**config.mk**
```make
export PLATFORM = sky130hd
export DESIGN_NAME = npu_queue_interface
export DESIGN_NICKNAME = d
export VERILOG_FILES = /design/src/rtl/npu_if_pkg.sv /design/src/rtl/npu_sync_fifo.sv /design/src/rtl/npu_queue_interface.sv
export SDC_FILE = /design/constraint.sdc
export NUM_CORES = 1
export LEC_CHECK = 0
export CAP_MARGIN = 20
export CORE_MARGIN = 3
export CORE_UTILIZATION = 60
export DETAILED_ROUTE_END_ITERATION = 8
export PLACE_DENSITY = 0.77
export SETUP_SLACK_MARGIN = 0.1
export SLEW_MARGIN = 10
export SYNTH_ARGS = -nofsm -noshare
export SYNTH_HDL_FRONTEND = slang
export SYNTH_SLANG_ARGS = --single-unit
```
**constraint.sdc**
```tcl
create_clock -name iClk -period 8.1 [get_ports iClk]
set_input_delay 2.43 -clock iClk [delete_from_list [all_inputs] [get_ports iClk]]
set_output_delay 2.43 -clock iClk [all_outputs]
set_load 0.005 [all_outputs]
```
**src/rtl/npu_if_pkg.sv**
```systemverilog
// npu_if_pkg
// Shared constants for the CPU<->NPU queue bank: the default data width, the default
// queue depths and the bit positions inside the sticky error vector.
package npu_if_pkg;

    localparam int unsigned NPU_DATA_W    = 32;
    localparam int unsigned NPU_CFG_DEPTH = 8;
    localparam int unsigned NPU_IN_DEPTH  = 16;
    localparam int unsigned NPU_OUT_DEPTH = 16;

    // Sticky error vector layout
    localparam int unsigned NPU_ERR_W        = 3;
    localparam int unsigned NPU_ERR_PUSH_BIT = 0;  // push seen while full
    localparam int unsigned NPU_ERR_POP_BIT  = 1;  // pop seen while empty
    localparam int unsigned NPU_ERR_RSVD_BIT = 2;  // reserved, always 0

endpackage

```
**src/rtl/npu_sync_fifo.sv**
```systemverilog
// npu_sync_fifo
// Single-clock first-word-fall-through FIFO with registered full/empty flags.
// Ports:
//   clk        in   rising-edge clock
//   rst_n      in   synchronous active-low reset (pointers and flags only)
//   push       in   write request
//   push_data  in   word to write
//   pop        in   read request (advances head)
//   head_data  out  word at the read pointer; meaningless while empty
//   full       out  registered full flag
//   empty      out  registered empty flag
//   ovf        out  pulse: push requested while full (push dropped)
//   udf        out  pulse: pop requested while empty (pop dropped)
module npu_sync_fifo
    import npu_if_pkg::*;
#(
    parameter int unsigned DATA_W = NPU_DATA_W,
    parameter int unsigned DEPTH  = 16
) (
    input  logic              clk,
    input  logic              rst_n,
    input  logic              push,
    input  logic [DATA_W-1:0] push_data,
    input  logic              pop,
    output logic [DATA_W-1:0] head_data,
    output logic              full,
    output logic              empty,
    output logic              ovf,
    output logic              udf
);

    localparam int unsigned AW = $clog2(DEPTH);

    // Pointers carry one extra wrap bit so full and empty are distinguishable.
    logic [AW:0]       wr_q, wr_d;
    logic [AW:0]       rd_q, rd_d;
    logic              full_q, full_d;
    logic              empty_q, empty_d;
    logic [DATA_W-1:0] mem [DEPTH];

    logic push_ok;
    logic pop_ok;

    // Acceptance uses the current registered flags, so at full a simultaneous
    // push is dropped and at empty a simultaneous pop is dropped.
    always_comb begin
        push_ok = push & ~full_q;
        pop_ok  = pop & ~empty_q;
        ovf     = push & full_q;
        udf     = pop & empty_q;
    end

    always_comb begin
        wr_d = wr_q;
        rd_d = rd_q;
        if (push_ok) begin
            wr_d = wr_q + {{AW{1'b0}}, 1'b1};
        end
        if (pop_ok) begin
            rd_d = rd_q + {{AW{1'b0}}, 1'b1};
        end
        full_d  = (wr_d[AW] != rd_d[AW]) && (wr_d[AW-1:0] == rd_d[AW-1:0]);
        empty_d = (wr_d == rd_d);
    end

    always_ff @(posedge clk) begin
        if (!rst_n) begin
            wr_q    <= '0;
            rd_q    <= '0;
            full_q  <= 1'b0;
            empty_q <= 1'b1;
        end else begin
            wr_q    <= wr_d;
            rd_q    <= rd_d;
            full_q  <= full_d;
            empty_q <= empty_d;
        end
    end

    // Storage is not reset; the write is suppressed during reset.
    always_ff @(posedge clk) begin
        if (rst_n && push_ok) begin
            mem[wr_q[AW-1:0]] <= push_data;
        end
    end

    always_comb begin
        head_data = mem[rd_q[AW-1:0]];
        full      = full_q;
        empty     = empty_q;
    end

endmodule

```
**src/rtl/npu_queue_interface.sv**
```systemverilog
// npu_queue_interface
// CPU<->NPU queue bank. The CPU pushes into the config and input queues and pops the
// output queue; the NPU pops config/input and pushes results. Full/empty flags feed
// the EX-stage stall logic, so any dropped push/pop indicates a pipeline bug and is
// latched in a sticky error vector until reset.
// Ports:
//   iClk, iRst_n                     clock, synchronous active-low reset
//   iCfgEnq/iCfgData, oCfgFull       CPU side of the config queue
//   iInEnq/iInData, oInFull          CPU side of the input queue
//   iOutDeq, oOutData, oOutEmpty     CPU side of the output queue
//   oNpuCfgValid/oNpuCfgData, iNpuCfgRd  NPU side of the config queue
//   oNpuInValid/oNpuInData, iNpuInRd     NPU side of the input queue
//   iNpuOutWr/iNpuOutData, oNpuOutFull   NPU side of the output queue
//   oErr                             sticky [0] push-on-full, [1] pop-on-empty, [2] zero
module npu_queue_interface
    import npu_if_pkg::*;
#(
    parameter int unsigned DATA_W    = NPU_DATA_W,
    parameter int unsigned CFG_DEPTH = NPU_CFG_DEPTH,
    parameter int unsigned IN_DEPTH  = NPU_IN_DEPTH,
    parameter int unsigned OUT_DEPTH = NPU_OUT_DEPTH
) (
    input  logic                 iClk,
    input  logic                 iRst_n,
    input  logic                 iCfgEnq,
    input  logic [DATA_W-1:0]    iCfgData,
    output logic                 oCfgFull,
    input  logic                 iInEnq,
    input  logic [DATA_W-1:0]    iInData,
    output logic                 oInFull,
    input  logic                 iOutDeq,
    output logic [DATA_W-1:0]    oOutData,
    output logic                 oOutEmpty,
    output logic                 oNpuCfgValid,
    output logic [DATA_W-1:0]    oNpuCfgData,
    input  logic                 iNpuCfgRd,
    output logic                 oNpuInValid,
    output logic [DATA_W-1:0]    oNpuInData,
    input  logic                 iNpuInRd,
    input  logic                 iNpuOutWr,
    input  logic [DATA_W-1:0]    iNpuOutData,
    output logic                 oNpuOutFull,
    output logic [NPU_ERR_W-1:0] oErr
);

    logic cfg_empty, cfg_ovf, cfg_udf;
    logic in_empty, in_ovf, in_udf;
    logic out_full, out_ovf, out_udf;

    logic [NPU_ERR_W-1:0] err_q;

    npu_sync_fifo #(
        .DATA_W (DATA_W),
        .DEPTH  (CFG_DEPTH)
    ) u_cfg_fifo (
        .clk       (iClk),
        .rst_n     (iRst_n),
        .push      (iCfgEnq),
        .push_data (iCfgData),
        .pop       (iNpuCfgRd),
        .head_data (oNpuCfgData),
        .full      (oCfgFull),
        .empty     (cfg_empty),
        .ovf       (cfg_ovf),
        .udf       (cfg_udf)
    );

    npu_sync_fifo #(
        .DATA_W (DATA_W),
        .DEPTH  (IN_DEPTH)
    ) u_in_fifo (
        .clk       (iClk),
        .rst_n     (iRst_n),
        .push      (iInEnq),
        .push_data (iInData),
        .pop       (iNpuInRd),
        .head_data (oNpuInData),
        .full      (oInFull),
        .empty     (in_empty),
        .ovf       (in_ovf),
        .udf       (in_udf)
    );

    npu_sync_fifo #(
        .DATA_W (DATA_W),
        .DEPTH  (OUT_DEPTH)
    ) u_out_fifo (
        .clk       (iClk),
        .rst_n     (iRst_n),
        .push      (iNpuOutWr),
        .push_data (iNpuOutData),
        .pop       (iOutDeq),
        .head_data (oOutData),
        .full      (out_full),
        .empty     (oOutEmpty),
        .ovf       (out_ovf),
        .udf       (out_udf)
    );

    always_ff @(posedge iClk) begin
        if (!iRst_n) begin
            err_q <= '0;
        end else begin
            err_q[NPU_ERR_PUSH_BIT] <= err_q[NPU_ERR_PUSH_BIT] | cfg_ovf | in_ovf | out_ovf;
            err_q[NPU_ERR_POP_BIT]  <= err_q[NPU_ERR_POP_BIT] | cfg_udf | in_udf | out_udf;
            err_q[NPU_ERR_RSVD_BIT] <= 1'b0;
        end
    end

    always_comb begin
        oNpuCfgValid = ~cfg_empty;
        oNpuInValid  = ~in_empty;
        oNpuOutFull  = out_full;
        oErr         = err_q;
    end

endmodule

```
# Word level (Yosys, flattened, before mapping)
# Memory sizes are Yosys's and may differ from the RTL's. A register that Yosys moved wholly into a read port is not among the register bits.
# Cells that the tools add are included.
# Widths: inputs -> output; s select.
dict set report totals {
  inputBits 104
  out_inout_bits 105
  regBits 37
  mem_bits_ro 0
  mem_bits_rw 1280
  memories 3
  elab_cells 77
  latchBits 0
}
dict set report op_classes {
  magnitude_cmp 0
  n_shift 0
  eq_ne 9
  bitwise_logic 24
  n_div 0
  addsub 6
  reduce_logical 6
  muxes 15
  multipliers 0
}
# memory words word_bits rd rd_ports_with_merged_regs wr line_no
set memory_table {}
lappend memory_table {u_in_fifo.mem 16 32 1 1 1 npu_sync_fifo.sv:39} ;# logic [DATA_W-1:0] mem [DEPTH];
lappend memory_table {u_out_fifo.mem 16 32 1 1 1 npu_sync_fifo.sv:39}
lappend memory_table {u_cfg_fifo.mem 8 32 1 1 1 npu_sync_fifo.sv:39}
# cell n
set op_table {}
lappend op_table {{$add 5x1->5 const B} 4}
lappend op_table {{$mux 5} 4}
lappend op_table {{$mux 4} 4}
lappend op_table {{$and 1x1->1} 12}
lappend op_table {{$eq 4x4->1} 3}
lappend op_table {{$eq 5x5->1} 2}
lappend op_table {{$add 4x1->4 const B} 2}
lappend op_table {{$logic_and 1x1->1} 6}
lappend op_table {{$mux 1} 6}
lappend op_table {{$not 1->1} 6}
lappend op_table {{$or 1x1->1} 6}
lappend op_table {{$eq 3x3->1} 1}
lappend op_table {{$mux 3} 1}
lappend op_table {{$ne 1x1->1} 3}

# Logic depth before layout (Yosys ltp)
# Gate-level depths: netlist of the first run.
dict set report depth {
  word_depth 5
  mapped_depth 8
  mapped_depth_nobuf 6
}

# Modules after synthesis
# A second synthesis of the first run with hierarchy kept.
dict set report unflattened {
  cells_unflattened 2029
  hier_area_um2 50058.0
}
# mod area_per_inst_um2 cells_each instances seq_area_each_um2
set modules_own_cells {}
lappend modules_own_cells {{npu_sync_fifo (u_in_fifo ...)} 19910.3 797 2 15615.0}
lappend modules_own_cells {{npu_sync_fifo (u_cfg_fifo)} 10156.0 427 1 7887.6}
lappend modules_own_cells {npu_queue_interface 81.3 8 1 40.0}

# Worst setup path before layout of the first run
# Ideal clock, no wire load.
dict set report synth_path {
  path_kind {input port to flip-flop}
  startpoint {in iRst_n}
  endpoint {mem u_cfg_fifo.mem[4][0] (netlist bit), enable pin}
  setup_ns 0.501
  required_time_ns 7.599
  arrival_time_ns 6.112
  cell_stages 4
  slack_ns 1.486
  path_buffers 2
  cell_sequence {clkbuf_1 > inv_1 > buf_1 > nor4_1}
}
dict set report synth_between {
  elab_chain_cells 3
}
# item line_no
set synth_rtl {}
lappend synth_rtl {{start, declared} npu_queue_interface.sv:24} ;# input logic iRst_n,
lappend synth_rtl {{$logic_and 1x1->1} npu_sync_fifo.sv:82} ;# if (rst_n && push_ok) begin
lappend synth_rtl {{$mux 1} npu_sync_fifo.sv:82}
lappend synth_rtl {{$mux 1 (implied by the code)} npu_sync_fifo.sv:83} ;# mem[wr_q[AW-1:0]] <= push_data;
lappend synth_rtl {{end, declared} npu_sync_fifo.sv:39}
# No other way between the ends.

==> results of run 1 <==
[registers in the layout, indices dropped and copies added (netlist names), 2 cells and up]
| name | cells |
|---|---|
| oErr | 2 |
| u_cfg_fifo.mem | 256 |
| u_cfg_fifo.rd_q | 4 |
| u_cfg_fifo.wr_q | 4 |
| u_in_fifo.mem | 512 |
| u_in_fifo.rd_q | 5 |
| u_in_fifo.wr_q | 5 |
| u_out_fifo.mem | 512 |
| u_out_fifo.rd_q | 5 |
| u_out_fifo.wr_q | 5 |
[power groups by stage]
stage               clock (uW)  sequential (uW)  combinational (uW)
floorplan                    0             7700                 805
global placement             0             7790                1150
detailed placement           0             7800                1180
CTS                       6090             7660                1190
global route              6370             7650                1280
finish                    5960             7640                1190
[kinds of logic (layout without fill, tap and decap cells)]
group,after synthesis,in the layout
AO/OA/AOI/OAI,73,73
XOR/XNOR,36,36
adder cells (fa/ha/maj),12,12
buffers and inverters,122,510
flip-flops,1316,1316
multiplexers,422,422
other,1,5
AND/OR/NAND/NOR,149,149
[metal layers]
layer	up-vias	GRT usage [%]	part of all wire, %
met2	1005	42.0	52
met3	205	4.82	7.4
met5	-	0	0.035
met1	12100	33.2	38
li1	9615	-	-
met4	6	7.91	2.7
[cell usage after synthesis]
| cell type | n |
|---|---|
| edfxtp_1 | 1280 |
| mux4_2 | 352 |
| nor2_1 | 57 |
| clkbuf_1 | 53 |
| mux2i_1 | 38 |
| nor2b_1 | 37 |
| a21oi_1 | 36 |
| dfxtp_1 | 36 |
| a211oi_1 | 32 |
| mux2_2 | 32 |
| buf_2 | 26 |
| xnor2_1 | 19 |
| buf_1 | 18 |
| xor2_1 | 17 |
| nand3_1 | 14 |
| buf_6 | 13 |
| ha_1 | 12 |
| nor3_1 | 10 |
| inv_1 | 8 |
| nand2b_1 | 6 |
| nand3b_1 | 6 |
| nand4_1 | 6 |
| buf_4 | 4 |
| nand2_1 | 4 |
| and2_1 | 3 |
| a22oi_1 | 2 |
| nor4_1 | 2 |
| nor4b_1 | 2 |
| o31ai_1 | 2 |
| conb_1 | 1 |
| nor3b_1 | 1 |
| o21ai_1 | 1 |
| or3_1 | 1 |
[cells in the final DEF, fill, tap and decap left out, types with 25 or more instances in the layout]
cell             netlist  routed
a211oi_1              32      32
mux4_2               352     352
buf_4                  4      54
nor2_4                 0      28
clkbuf_16              0     135
clkdlybuf4s50_1        0     207
nor2_1                57      29
mux2i_1               38      38
dfxtp_1               36      26
nor2b_1               37      37
edfxtp_1            1280    1280
mux2_2                32      32
a21oi_1               36      36
clkinv_1               0      25
[per-stage QoR]
stage               hold WS (ns)  cell area [um^2]
floorplan                  0.485             50100
global placement           0.487             53700
detailed placement         0.512             53800
CTS                        0.527             58100
global route               0.565             58100
finish                     0.521             58100
[final cells by class]
type | instances | area [um^2]
flip-flops and latches | 1316 | 39200
fillers | 4662 | 24200
multi-input cells | 693 | 10600
clock buffers | 158 | 3460
repair buffers | 270 | 2660
well taps | 1070 | 1340
clock inverters | 74 | 832
inverters | 8 | 30.0
diodes | 4 | 10.0
[worst paths after layout]
kind                            from                  to  slack [ns]  cells past startpoint
setup / recovery   u_in_fifo.rd_q[1]      oNpuInData[27]        1.93                      4
hold / removal    u_cfg_fifo.rd_q[3]  u_cfg_fifo.rd_q[3]        0.52                      2
setup reg to reg   u_in_fifo.rd_q[1]     u_in_fifo.empty        5.14                      7
hold reg to reg   u_cfg_fifo.rd_q[3]  u_cfg_fifo.rd_q[3]        0.52                      2
[worst reg2reg max path: stages, from the launching register on]
cell and delay, ns:
dfxtp_4 1.10, buf_4 0.55, ha_1 0.28, nand3b_1 0.10, xor2_1 0.29, xnor2_1 0.16
nand3_1 0.12, o31ai_1 0.27
==> summary.txt, run 1 <==
Synth Area in XOR/XNOR = 0.629%
Final WL = 104 mm
Critical Path Sink Type = output port
Post_cts resized = 0
Final setup violation count = 0
Core area = 82400 um^2
Post-layout instance count excluding filler cells = 3593
Top cells by area, synth = edfxtp_1 (77%), mux4_2 (16%), dfxtp_1 (1.4%), mux2i_1 (0.76%), mux2_2 (0.72%)
Drc violations = 0
Switching portion of total power = 21.0%
I/O pin count = 209
Seq/Total Area, Yosys = 78.1%
Largest family of logic cells by synthesized area = multiplexers
Port Buffer Count = 207
Post-synth top area share = 76.7%
Core Util, Final = 70.6%
Syn avg cell area = 23.5 um^2
Slowest CP cell = dfxtp_4
Unrepaired setup endpoints after global routing = false
Place WS = 2.54 ns
Hold Path Class = flip-flop to flip-flop
Crit path max fanout = 75
Delay-heaviest family, CP = flip-flops
Status = completed
CTS max path bufs = 3
Final period utilization = 76.2%
Leading area contributor after synthesis = edfxtp_1
Minimum clock period = 6.17 ns
Achievable frequency = 162 MHz
Vias/cell = 6.40
Post-synthesis net count = 2247
Slew HR = 23.2%
Antenna Nets Post-Route = 0
Critical path, cell by cell = buf_4 -> mux4_2 -> mux4_2 -> clkdlybuf4s50_1
Row count = 105
Final hold vios = 0
Crit start category = flip-flop
CTS clk-pin slew, worst paths = 0.06 ns
Congestion Overflow GR = 0
Die footprint = 87000 um^2
Placed cells = 3356
Fraction of layout cells with a size suffix above 1 = 27.0%
Clock latency on the worst-skew pair = 0.73 ns
CTS tree = done
Int Pwr = 11700 uW
Initial Util = 60.8%
Clk pwr share = 40.3%
Adder-Cell Fraction of Synth Area = 0.300%
Initial DRT Pass Iterations = 7
Power density cells = 254 nW/um^2
Largest net degree at the start of global routing = 76
Worst path max stage delay = 1.10 ns
Synthesized area = 50100 um^2
CP Class = flip-flop to output port
Compound-cell area share of the yosys netlist = 0.909%
Die Ht = 295 um
Number of max-cap violations = 0
GPL Wtd Cong = 0.778
Max IR drop VDD = 0.200 mV
Initial DRC count = 2269
Root buf cell = clkbuf_16
Area grow syn2layout = 16.0%
Mux cell area share after synthesis = 17.3%
Antenna violations before repair = 6
Worst-Margin Slew = 1.15 ns
Wire per inst = 29.0 um
Final TNS setup = 0 ns
CTS buffer count = 133
Critical path arrival = 3.74 ns
Fin. max-slew vios = 0
Synth Instances = 2131
Crit path required time = 5.67 ns
Comb pwr share = 8.0%
Switch Pwr = 3100 uW
Clock H-tree levels = 4
YS warnings = 0
CTS sink cnt = 1316
Crit-path most repeated cell = mux4_2
WP buf/inv = 2
Seq pwr share = 51.7%
Die Span X = 295 um
Post-Synth Simple-Gate Area = 1.52%
Post-CTS setup buffers = 0
Final worst-path setup slack = 1.93 ns
First-pass GRT wire length = 157 mm
Vias in the first global route = 24200
Setup Skew = 0.0413 ns
Hold Buf Count CTS = 0
Cell variety after synth = 33
Via Count = 23000
Overall power = 14800 uW
HPWL after DPL = 56.0 mm
Tot GR Track Use = 24.8%
Layout Nets = 2538
FF+latch count, synth = 1316
Leakage power = 0.0177 uW
No activity file was read; power rests on OpenSTA's default activity.
==> run 2, diff against run 1 <==
- CORE_UTILIZATION: 60 -> 54
- PLACE_DENSITY: 0.77 -> 0.73
- clock period: 8.1 -> 5.05 ns (I/O delays scaled with it)
==> run 2 against run 1 <==
Net effect: sequential cell count is the same; combinational power grew 74%; cell count grew 5.5%; core utilization shrank 6.9 points; register-to-register slack lost 2.6 ns; final area grew 0.57%; via count shrank 0.21%; clock-buffer cell count grew 11; routed wire length grew 2.5%; critical path type unchanged; critical endpoint is now oOutData[25]; highest routed layer unchanged.
==> summary.txt, run 2 (synthesis gave the netlist of run 1 again) <==
Busiest grt layer = met2
Core area = 91800 um^2
Die Span X = 311 um
Minimum clock period = 4.72 ns
Row count = 111
First-pass GRT wire length = 161 mm
CTS sink cnt = 1316
Via Count = 22900
Seq pwr share = 51.8%
Die Ht = 311 um
Met3 global-route usage = 5.07%
Area grow syn2layout = 16.7%
Die footprint = 96500 um^2
Congestion Overflow GR = 0
Hold EP = oErr[1]
Int Pwr = 18500 uW
Vias in the first global route = 24700
Leakage power = 0.0178 uW
Critical Path Sink Type = output port
Fin Hold WS = 0.520 ns
Final worst-path setup slack = 0.328 ns
Port Buffer Count = 207
Hold depth = 2
CTS clk-pin slew, worst paths = 0.06 ns
Final instance area = 58500 um^2
Status = completed
Setup Skew = 0.0247 ns
Clk pwr share = 39.3%
Post-layout instance count excluding filler cells = 3789
Root buf cell = clkbuf_16
Switch Pwr = 4980 uW
Clock latency on the worst-skew pair = 0.71 ns
Switching portion of total power = 21.2%
Commonest non-fill, non-tap cells in the layout = edfxtp_1 (1280), mux4_2 (352), clkdlybuf4s50_1 (207), clkbuf_16 (136), buf_4 (57)
Commonest non-fill, non-tap cell in the layout = edfxtp_1
Worst-Margin Slew = 1.16 ns
Placed Area = 54400 um^2
Fillers = 5867
Met2 Use GR = 37.4%
Crit start category = flip-flop
Grt met1 use = 29.6%
Reg-to-reg startpoint = u_in_fifo.full
Wire per inst = 28.2 um
Post_cts resized = 0
Achievable frequency = 212 MHz
Hold path startpoint = oErr[1]
Number of max-cap violations = 0
Critical path arrival = 3.21 ns
Reg2reg path depth = 4
Antenna violations before repair = 10
Fin. max-slew vios = 0
Crit path max fanout = 56
CTS buffer count = 131
CP Class = flip-flop to output port
Final period utilization = 93.5%
Drc violations = 0
Final WL = 107 mm
Initial DRC count = 2458
HPWL after DPL = 61.2 mm
Placed cells = 3547
Initial DRT Pass Iterations = 5
Final hold vios = 0
Place WS = 0.684 ns
Hold Path Class = flip-flop to flip-flop
CTS tree = done
Slew HR = 22.5%
Crit path required time = 3.54 ns
Fraction of layout cells with a size suffix above 1 = 27.2%
Largest net degree at the start of global routing = 57
Max IR drop VDD = 0.315 mV
Unrepaired setup endpoints after global routing = false
Initial Util = 54.6%
I/O pin count = 209
Layout Nets = 2554
R2R Setup Slk = 2.52 ns
Power density cells = 402 nW/um^2
Antenna Nets Post-Route = 0
CTS max path bufs = 3
Comb pwr share = 8.8%
Tot GR Track Use = 22.5%
GPL Wtd Cong = 0.804
Final setup violation count = 0
Worst reg2reg path endpoint = u_in_fifo.mem[8][3]
Clock H-tree levels = 4
Vias/cell = 6.05
## run 2: changes by cell type in the layout (fill, tap and decap cells not counted), sizes merged
cell / before / now
clkinvlp: 4 / 5
inv: 9 / 16
bufinv: 12 / 7
buf: 63 / 81
clkbuf: 158 / 169
diode: 4 / 8
clkinv: 57 / 44
## run 2: worst max-delay path: stages, from the launching register on
cell	delay, ns
dfxtp_4	0.91
buf_4	0.39
mux4_2	0.33
mux2i_1	0.18
a21oi_1	0.14
clkdlybuf4s50_1	0.49
## run 2: power by group through the flow
| stage | Sequential (uW) | Combinational, uW | Clock, uW |
|---|---|---|---|
| floorplan | 12400 | 1290 | 0 |
| global placement | 12400 | 2060 | 0 |
| detailed placement | 12400 | 2090 | 0 |
| CTS | 12200 | 2120 | 9440 |
| global route | 12200 | 2220 | 9850 |
| finish | 12200 | 2070 | 9250 |
## run 2: timing repair
| action | CTS | global route |
|---|---|---|
| endpoints found under the hold margin | 0 | 0 |
| hold buffers | 0 | 0 |
| endpoints found under the setup margin | 1 | 0 |
| buffers inserted | 1 | 0 |
## run 2: cell type report
| cell class | count | area (um^2) | share of cell area (%) |
|---|---|---|---|
| Sequential cell | 1316 | 39200 | 67.0 |
| Clock inverter | 64 | 554 | 0.948 |
| Antenna cell | 8 | 20.0 | 0.0342 |
| Clock buffer | 169 | 3530 | 6.03 |
| Tap cell | 1243 | 1560 | 2.66 |
| Inverter | 8 | 30.0 | 0.0514 |
| Timing Repair Buffer | 288 | 2980 | 5.09 |
| Multi-Input combinational cell | 693 | 10600 | 18.2 |
## run 2: routing by layer
| metal | vias up | part of all wire, % |
|---|---|---|
| met5 | - | 0.021 |
| met2 | 846 | 52 |
| met3 | 177 | 6.9 |
| li1 | 9656 | - |
| met1 | 12200 | 39 |
| met4 | 4 | 3.0 |
## run 2: how the worst max path moves through the flow
stage	cells past startpoint	slack [ns]	end	from
floorplan	4	-0.65	u_cfg_fifo.mem[4][0]	iRst_n
global placement	5	0.74	u_in_fifo.mem[9][1]	iInEnq
detailed placement	5	0.68	u_in_fifo.mem[9][8]	iInEnq
CTS	5	0.20	oOutData[25]	u_out_fifo.rd_q[1]
global route	6	0.11	oOutData[21]	u_out_fifo.rd_q[0]
finish	5	0.33	oOutData[25]	u_out_fifo.rd_q[1]
## run 2: stage by stage
step | TNS, ns | util [%] | power, uW
after floorplan | -41.51 | - | 13600
after global placement | 0 | 59.2 | 14500
after detailed placement | 0 | 59.2 | 14500
after CTS | 0 | 63.7 | 23800
after global routing | 0 | 63.7 | 24300
final | 0 | 63.7 | 23500
==> run 3, diff against run 2 <==
- ABC_AREA: not set -> 0
==> results of run 3 <==
Final layout, timing and power as in run 2 (identical DEF).
